`config.mk`:
```
export PLATFORM = sky130hd
export DESIGN_NAME = lvt_write_batcher
export DESIGN_NICKNAME = d
export VERILOG_FILES = /design/src/rtl/lvt_pkg.sv /design/src/rtl/lvt_addr_cam.sv /design/src/rtl/lvt_write_batcher.sv
export SDC_FILE = /design/constraint.sdc
export NUM_CORES = 2
export LEC_CHECK = 0
export ABC_CLOCK_PERIOD_IN_PS = 4900
export CORE_AREA = 2 2 273 275
export DETAILED_ROUTE_END_ITERATION = 12
export DIE_AREA = 0 0 275 277
export DONT_BUFFER_PORTS = 1
export PLACE_DENSITY = 0.55
export REMOVE_ABC_BUFFERS = 1
export SLEW_MARGIN = 20
export SYNTH_ARGS = -nofsm -noshare
export SYNTH_HDL_FRONTEND = slang
export SYNTH_SLANG_ARGS = --single-unit
```
`constraint.sdc`:
```
create_clock -name clk -period 4.9 [get_ports clk]
set_input_delay 0.245 -clock clk [delete_from_list [all_inputs] [get_ports clk]]
set_output_delay 0.245 -clock clk [all_outputs]
set_load 0.01 [all_outputs]
```
`src/rtl/lvt_pkg.sv`:
```
// Shared constants and the COLLECT/ISSUE state encoding for the LVT write
// batcher and its address CAM.
package lvt_pkg;
    localparam int NPORTS  = 8;
    localparam int DATA_W  = 32;
    localparam int IDX_W   = 3;
    localparam int FILL_W  = 4;
    localparam int TIMER_W = 8;

    function automatic int addr_width(input int blocksize);
        return blocksize + 1;
    endfunction

    typedef enum logic {
        ST_COLLECT = 1'b0,
        ST_ISSUE   = 1'b1
    } state_t;
endpackage

```
`src/rtl/lvt_addr_cam.sv`:
```
// Eight-entry address match over the occupied batch slots; returns whether the
// search address is already present and which slot holds it.
module lvt_addr_cam
    import lvt_pkg::*;
#(
    parameter int AW = 12
) (
    input  logic [AW-1:0]    entry_addr [NPORTS],
    input  logic [NPORTS-1:0] entry_valid,
    input  logic [AW-1:0]    search_addr,
    output logic             hit,
    output logic [IDX_W-1:0] hit_idx
);
    logic [NPORTS-1:0] match;

    generate
        for (genvar gi = 0; gi < NPORTS; gi++) begin : g_match
            assign match[gi] = entry_valid[gi] && (entry_addr[gi] == search_addr);
        end
    endgenerate

    assign hit = |match;

    // The batch never holds duplicates, so at most one bit is set and the
    // scan direction does not matter.
    always_comb begin
        hit_idx = '0;
        for (int k = NPORTS - 1; k >= 0; k--) begin
            if (match[k]) hit_idx = IDX_W'(k);
        end
    end
endmodule

```
`src/rtl/lvt_write_batcher.sv`:
```
// Collects up to eight distinct-address writes and issues them together to the
// eight write ports of an LVT multi-port RAM, coalescing repeated addresses.
module lvt_write_batcher
    import lvt_pkg::*;
#(
    parameter int BLOCKSIZE = 11,
    parameter int TIMEOUT   = 16
) (
    input  logic                       clk,
    input  logic                       rst,
    input  logic                       in_valid,
    output logic                       in_ready,
    input  logic [BLOCKSIZE:0]         in_addr,
    input  logic [DATA_W-1:0]          in_din,
    input  logic                       flush,
    output logic [BLOCKSIZE:0]         w_addr_1,
    output logic [BLOCKSIZE:0]         w_addr_2,
    output logic [BLOCKSIZE:0]         w_addr_3,
    output logic [BLOCKSIZE:0]         w_addr_4,
    output logic [BLOCKSIZE:0]         w_addr_5,
    output logic [BLOCKSIZE:0]         w_addr_6,
    output logic [BLOCKSIZE:0]         w_addr_7,
    output logic [BLOCKSIZE:0]         w_addr_8,
    output logic [DATA_W-1:0]          w_din_1,
    output logic [DATA_W-1:0]          w_din_2,
    output logic [DATA_W-1:0]          w_din_3,
    output logic [DATA_W-1:0]          w_din_4,
    output logic [DATA_W-1:0]          w_din_5,
    output logic [DATA_W-1:0]          w_din_6,
    output logic [DATA_W-1:0]          w_din_7,
    output logic [DATA_W-1:0]          w_din_8,
    output logic                       w_enb_1,
    output logic                       w_enb_2,
    output logic                       w_enb_3,
    output logic                       w_enb_4,
    output logic                       w_enb_5,
    output logic                       w_enb_6,
    output logic                       w_enb_7,
    output logic                       w_enb_8,
    output logic [FILL_W-1:0]          fill,
    output logic                       busy
);
    localparam int AW = addr_width(BLOCKSIZE);
    localparam logic [TIMER_W-1:0] TIMER_LAST = TIMER_W'(TIMEOUT - 1);
    localparam logic [FILL_W-1:0]  FILL_FULL  = FILL_W'(NPORTS);

    state_t               state_reg;
    logic [FILL_W-1:0]    fill_reg, fill_next;
    logic [TIMER_W-1:0]   timer_reg, timer_next;
    logic [AW-1:0]        slot_addr_reg [NPORTS];
    logic [AW-1:0]        slot_addr_next [NPORTS];
    logic [DATA_W-1:0]    slot_din_reg [NPORTS];
    logic [DATA_W-1:0]    slot_din_next [NPORTS];
    logic [NPORTS-1:0]    slot_valid, issue_valid;
    logic [AW-1:0]        w_addr_reg [NPORTS];
    logic [DATA_W-1:0]    w_din_reg [NPORTS];
    logic [NPORTS-1:0]    w_enb_reg;
    logic                 accept, hit, trigger;
    logic [IDX_W-1:0]     hit_idx;

    generate
        for (genvar gi = 0; gi < NPORTS; gi++) begin : g_valid
            assign slot_valid[gi]  = fill_reg  > FILL_W'(gi);
            assign issue_valid[gi] = fill_next > FILL_W'(gi);
        end
    endgenerate

    lvt_addr_cam #(.AW(AW)) u_cam (
        .entry_addr  (slot_addr_reg),
        .entry_valid (slot_valid),
        .search_addr (in_addr),
        .hit         (hit),
        .hit_idx     (hit_idx)
    );

    assign in_ready = (state_reg == ST_COLLECT);
    assign accept   = in_valid && in_ready;

    always_comb begin
        slot_addr_next = slot_addr_reg;
        slot_din_next  = slot_din_reg;
        fill_next      = fill_reg;
        if (accept) begin
            if (hit) begin
                slot_din_next[hit_idx] = in_din;
            end else begin
                // fill_reg never exceeds 7 while collecting; a full batch issues at once.
                slot_addr_next[fill_reg[IDX_W-1:0]] = in_addr;
                slot_din_next[fill_reg[IDX_W-1:0]]  = in_din;
                fill_next = fill_reg + 1'b1;
            end
        end
        timer_next = (fill_next != '0) ? timer_reg + 1'b1 : '0;
        trigger = (state_reg == ST_COLLECT) && (fill_next != '0) &&
                  ((fill_next == FILL_FULL) || (timer_reg == TIMER_LAST) || flush);
    end

    always_ff @(posedge clk or negedge rst) begin
        if (!rst) begin
            state_reg <= ST_COLLECT;
            fill_reg  <= '0;
            timer_reg <= '0;
            w_enb_reg <= '0;
            busy      <= 1'b0;
            for (int k = 0; k < NPORTS; k++) begin
                slot_addr_reg[k] <= '0;
                slot_din_reg[k]  <= '0;
                w_addr_reg[k]    <= '0;
                w_din_reg[k]     <= '0;
            end
        end else begin
            case (state_reg)
                ST_COLLECT: begin
                    if (trigger) begin
                        for (int k = 0; k < NPORTS; k++) begin
                            w_enb_reg[k]  <= issue_valid[k];
                            w_addr_reg[k] <= issue_valid[k] ? slot_addr_next[k] : '0;
                            w_din_reg[k]  <= issue_valid[k] ? slot_din_next[k]  : '0;
                        end
                        fill_reg  <= '0;
                        timer_reg <= '0;
                        busy      <= 1'b1;
                        state_reg <= ST_ISSUE;
                    end else begin
                        slot_addr_reg <= slot_addr_next;
                        slot_din_reg  <= slot_din_next;
                        fill_reg      <= fill_next;
                        timer_reg     <= timer_next;
                    end
                end
                default: begin
                    for (int k = 0; k < NPORTS; k++) begin
                        w_addr_reg[k] <= '0;
                        w_din_reg[k]  <= '0;
                    end
                    w_enb_reg <= '0;
                    busy      <= 1'b0;
                    state_reg <= ST_COLLECT;
                end
            endcase
        end
    end

    assign fill = fill_reg;

    assign w_addr_1 = w_addr_reg[0];
    assign w_addr_2 = w_addr_reg[1];
    assign w_addr_3 = w_addr_reg[2];
    assign w_addr_4 = w_addr_reg[3];
    assign w_addr_5 = w_addr_reg[4];
    assign w_addr_6 = w_addr_reg[5];
    assign w_addr_7 = w_addr_reg[6];
    assign w_addr_8 = w_addr_reg[7];
    assign w_din_1  = w_din_reg[0];
    assign w_din_2  = w_din_reg[1];
    assign w_din_3  = w_din_reg[2];
    assign w_din_4  = w_din_reg[3];
    assign w_din_5  = w_din_reg[4];
    assign w_din_6  = w_din_reg[5];
    assign w_din_7  = w_din_reg[6];
    assign w_din_8  = w_din_reg[7];
    assign w_enb_1  = w_enb_reg[0];
    assign w_enb_2  = w_enb_reg[1];
    assign w_enb_3  = w_enb_reg[2];
    assign w_enb_4  = w_enb_reg[3];
    assign w_enb_5  = w_enb_reg[4];
    assign w_enb_6  = w_enb_reg[5];
    assign w_enb_7  = w_enb_reg[6];
    assign w_enb_8  = w_enb_reg[7];
endmodule

```
# Yosys cells after proc, flatten, opt, wreduce, memory -nomap -nowiden
# Cells that the tools add are included.
# W data, S select, Z words.
# word_totals
ff_bits	726
output_inout_bits	366
elab_cells	144
# op_classes
addsub	2
n_lt_le_gt_ge	20
n_eq_ne	10
mux	52
n_bitwise	4
reduce_logical	19
# op_table
operator	n
$mux W256	4
$bwmux W256	2
$mux W96	4
$mux W32	10
$demux W32 S3	2
$mux W12	9
$bwmux W96	1
$eq A12 B12 Y1	8
$demux W12 S3	1
$gt A4 B3 Y1 const B	8
$mux W8	4
$mux W3	8
$gt A4 B1 Y1 const B	4
$gt A4 B2 Y1 const B	4
$logic_and A1 B1 Y1	13
$mux W4	3
$add A8 B1 Y8 const B	1
$eq A8 B4 Y1 const B	1
$ge A4 B4 Y1 const B	2
$lt A4 B1 Y1 const B	2
$not A3 Y4	2
$reduce_or A8 Y1	1
$add A4 B1 Y4 const B	1
$eq A4 B4 Y1 const B	1
6 further kinds	11

# Logic depth before layout (Yosys ltp)
# depth
word_depth	21
depth_mapped	17
ltp_nobuf	11

# By module
# A second synthesis with hierarchy kept.
# hier_totals
hier_cells	2383
area_unflattened_um2	32329.8
# modules_own_cells
mod	n_inst	cells_each	area_each_um2	seq_area_each_um2
lvt_write_batcher	1	2225	31056.0	18167.4
lvt_addr_cam	1	158	1273.7	0.0

# Worst setup path after synthesis
# No wires, ideal clock.
# synth_timing
path_type	register to register
startpoint	register fill_reg[0], in the netlist fill[0]
endpoint	register slot_din_reg[57] (netlist name)
setup_ns	0.125
arrival_ns	4.035
setup_slack_ns	0.740
stages_incl_launch_ff	17
path_buffers	5
synth_period_minus_slack_ns	4.160
cell_sequence	dfrtp_1 clkbuf_1 inv_1 ha_1 nand2b_1 a2111o_1 or4_1 o21a_1 and4_1 clkbuf_1 mux2_4 a21o_1 buf_2 buf_4 a21boi_4 buf_4 mux2_2
# synth_via
elab_chain_len	18
# synth_lines
item	line	rtl
start, declared	lvt_write_batcher.sv:48	logic [FILL_W-1:0] fill_reg, fill_next;
start signal, assigned	lvt_write_batcher.sv:127	fill_reg <= fill_next;
$gt A4 B3 Y1	lvt_write_batcher.sv:63	assign slot_valid[gi] = fill_reg > FILL_W'(gi);
$logic_and A1 B1 Y1	lvt_addr_cam.sv:18	assign match[gi] = entry_valid[gi] && (entry_addr[gi] == search_addr);
$mux W3 (8 in series)	lvt_addr_cam.sv:29	if (match[k]) hit_idx = IDX_W'(k);
$not A3 Y4 (not written as such)	lvt_write_batcher.sv:85	slot_din_next[hit_idx] = in_din;
$ge A4 B4 Y1 (not written as such) / $lt A4 B1 Y1 (equally long branches)	lvt_write_batcher.sv:85	
$logic_and A1 B1 Y1 (not written as such)	lvt_write_batcher.sv:85	
$mux W32 (not written as such)	lvt_write_batcher.sv:85	
$demux W32 S3	lvt_write_batcher.sv:85	
$bwmux W256	lvt_write_batcher.sv:85	
$mux W256	lvt_write_batcher.sv:84	if (hit) begin
$mux W256	lvt_write_batcher.sv:83	if (accept) begin
end signal, assigned	lvt_write_batcher.sv:126	slot_din_reg <= slot_din_next;
end, declared	lvt_write_batcher.sv:52	logic [DATA_W-1:0] slot_din_reg [NPORTS];
# Parallel ways exist; a longest one is shown, timed or not.
# A chain may end at the register's enable or synchronous reset.

# Worst setup path in the final report
# layout_timing
startpoint	register fill_reg[1], in the netlist fill[1]
endpoint	register slot_addr_reg[31] (netlist name)
# layout_via
elab_chain_len	11
# layout_lines
item	line	rtl
$gt A4 B1 Y1 (tied with other cells)	lvt_write_batcher.sv:63	
$logic_and A1 B1 Y1	lvt_addr_cam.sv:18	
$reduce_or A8 Y1	lvt_addr_cam.sv:22	assign hit = |match;
$mux W4	lvt_write_batcher.sv:84	
$mux W4	lvt_write_batcher.sv:83	
$eq A4 B4 Y1	lvt_write_batcher.sv:95	((fill_next == FILL_FULL) || (timer_reg == TIMER_LAST) || flush);
$logic_or A1 B1 Y1 (2 in series)	lvt_write_batcher.sv:95	
$logic_and A1 B1 Y1	lvt_write_batcher.sv:94	trigger = (state_reg == ST_COLLECT) && (fill_next != '0) &&
$not A1 Y1 (no line)	n/a	
$reduce_and A2 Y1 (no line)	n/a	
end signal, assigned	lvt_write_batcher.sv:125	slot_addr_reg <= slot_addr_next;
end, declared	lvt_write_batcher.sv:50	logic [AW-1:0] slot_addr_reg [NPORTS];
# Parallel ways exist; a longest one is shown, timed or not.

==> impl_metrics.toml <==
[floorplan]
die_w_um = 275
start_util_pct = 44.41
dieArea_mm2 = 0.07618
fp.coreArea_mm2 = 0.07357
rows = 100
chipHeight_um = 277
io_pins = 414

[setup_path]
crit_slowest_cell = "a21boi_2"
worstPathCellList = "inv_1 > ha_1 > nor2_1 > o2111ai_1 > nor4_2 > a2111oi_2 > and4_1 > mux2_4 > a21o_2 > buf_4 > a21boi_2 > mux2_2"
arrival_ns = 4.94
start_kind = "flip-flop"
r2r_setup_slack_ns = 0.46
worst_ep_required_time_ns = 5.41
worst_setup_path_end_kind = "flip-flop"
cp_max_fo = 20
path_class = "reg2reg"
slowest_delay_ns = 0.61

[synthesis]
yosys.area.top_type = "dfrtp_1"
synth_most_common_cell = "dfrtp_1"
netlist_area_mm2 = 0.03267
yosys_warnings = 0
netlist.area_leader.share_pct = 55.60
synthTopCellsByArea = "dfrtp_1 56%, mux2i_1 12%, mux2_2 9.2%, o2bb2ai_1 8.3%, mux2_1 3.1%"
async_flop_share_pct = 100.0
syn_inst = 2385
synthTopCellsByCount = "726 x dfrtp_1, 398 x mux2i_1, 309 x o2bb2ai_1, 266 x mux2_2, 89 x mux2_1"
yosysUniqueCellTypes = 60
ys_seq_elements = 726
avgSynthCellArea_um2 = 13.70
synth_edf_count = 0
yosysSeqAreaShare_pct = 55.60
ys.flop_type = "dfrtp_1"

[finish]
largest_reg_flops = 256
fillers = 6338
drive_gt1_share_pct = 21.45
fin_util_pct = 50.15
area_delta_synth_final_pct = 12.93
regArea_mm2 = 0.01817
final_cells = 3418
multi_input_area_mm2 = 0.01348
nNetsFinal = 2435

[sta]
worstMarginPinSlew_ns = 2.414
hold_violations = 726
rsz0062_at_grt = "no"
skew_ns = 0.01864
fin_crit_sh_pct = 90.52
period_needed_ns = 4.436
fmax_mhz = 225.5
slew_headroom_pct = -60.92
drv_slew = 484
hold_slack_ns = -0.6716
setup_viol = 0

[clock_network]
clkTransAtPathRegs_ns = 0.06
cts_hold_buf = 44
cts_root_buffer = "clkbuf_16"
cts_tree = "built"
htree_levels = 3
ctsLongestPathBuffers = 3
clkSinkCount = 726
insertion_delay_ns = 0.63
numCtsBuffers = 82

[drt]
drc = 0
drt_iter0_markers = 1542
final_antenna_net_count = 0
firstDrtPassIters = 5
routedWlPerCell_um = 31.10
wl_mm = 106.3
viasPerCell = 6.009
num_vias = 20540

[place]
hpwl_mm = 64.70
io_buffers = 0
dp.cells = 3223
gp_congestion = 0.8701

[power_and_ir_drop]
vdd_ir_drop_max_uv = 375.7
power.density_mw_per_mm2 = 619.6
leakage_uw = 0.01687

[global_route]
antenna_found_initial = 3
grt_max_degree = 727
first_global_vias = 21700
grt_pass1_wl_mm = 156.7
grt_remaining_overflow = 0
grtUsageTotal_pct = 27.99

[worst_hold_path]
hp-class = "in2async"

[run_status]
violations = "negative hold slack, max-slew violations"
status = "complete, but fails checks"

[job]
maxCapViolCount = 0
==> metal layers <==
metal | wire length, um | part of all wire, % | up-vias | track usage (%)
li1 | - | - | 8786 | -
met1 | 45270 | 43 | 11018 | 36.98
met2 | 50290 | 47 | 577 | 44.55
met3 | 7669 | 7.2 | 157 | 8.029
met4 | 3046 | 2.9 | 2 | 8.468
met5 | 11 | 0.010 | - | 0
==> cell usage in the layout (no fill, tap or decap), types with 7 or more instances in the layout <==
cell type        n
dfrtp_1        726
mux2i_1        398
o2bb2ai_1      309
mux2_2         266
mux2_1          89
clkbuf_16       84
xnor2_1         71
buf_4           67
nand2_1         65
dlygate4sd3_1   44
nor2_1          30
xor2_1          28
nand4_1         25
clkbuf_1        19
clkbuf_8        19
nor2b_1         15
buf_12          15
clkinv_2        14
nor4_1          11
a21oi_1         11
nand3_1         10
o21ai_0          9
nor3_1           7
a21oi_4          7
==> critical path: cells and delay by family (launching register included) <==
| family | cells | cell delay [ns] |
|---|---|---|
| compound gates | 4 | 1.38 |
| fa+ha+maj | 1 | 0.27 |
| buf+inv | 2 | 0.47 |
| flops | 1 | 0.49 |
| mux | 2 | 0.72 |
| simple gates | 3 | 0.97 |
==> power breakdown <==
part	switching (uW)	internal, uW	total, uW
Combinational	3790	3080	6870
Sequential	1740	7970	9710
Clock	2560	3720	6280
Total	8090	14800	22900
==> through the flow <==
step                      power (uW)  instance area (um2)  setup slack, ns  setup TNS (ns)  hold slack, ns
after floorplan                13570                31480           -11.36        -3669.33        -0.05059
final                          22860                36900           0.4644               0         -0.6716
after detailed placement       16540                33680           0.1647               0       -0.005891
after global placement         16340                33680           0.3159               0       -0.006860
after CTS                      23030                36880           0.1482               0         -0.6894
after global routing           24080                36900           0.2081               0         -0.6984
==> final timing paths <==
kind / start / endpoint / cells after the start
worst max-delay path: fill[1] / slot_addr_reg[31] / 12
worst min-delay path: rst / w_enb_reg[1] / 0
worst max register to register: fill[1] / slot_addr_reg[31] / 12
worst min register to register: slot_din_reg[39] / slot_din_reg[39] / 1
max in group asynchronous: rst / w_din_2[0] / 0
min in group clk: in_addr[10] / slot_addr_reg[58] / 2
==> layout make-up <==
type / instances / share of cell area [%]
diodes: 2 / 0.01356
clock buffers: 122 / 6.599
clock inverters: 27 / 0.8817
inverters: 7 / 0.07121
multi-input cells: 1439 / 36.54
flip-flops and latches: 726 / 49.24
well taps: 969 / 3.286
repair buffers: 126 / 3.371
==> logic make-up after synthesis <==
| group | after synthesis | synth area share [%] |
|---|---|---|
| and+or+nand+nor | 188 | 2.914 |
| xor gates and xnor gates | 99 | 2.654 |
| adders and majority gates | 5 | 0.1915 |
| buffers and inverters | 220 | 3.730 |
| muxes | 754 | 24.47 |
| AOI/OAI and AO/OA | 393 | 10.44 |
| DFF | 726 | 55.60 |
==> timing repair <==
item | CTS | global route
setup endpoints to repair | 0 | 92
setup buffers | 0 | 0
endpoints found under the hold margin | 1335 | 726
resized for setup | 0 | 1
Note: power is estimated with default switching activity, not from simulation.
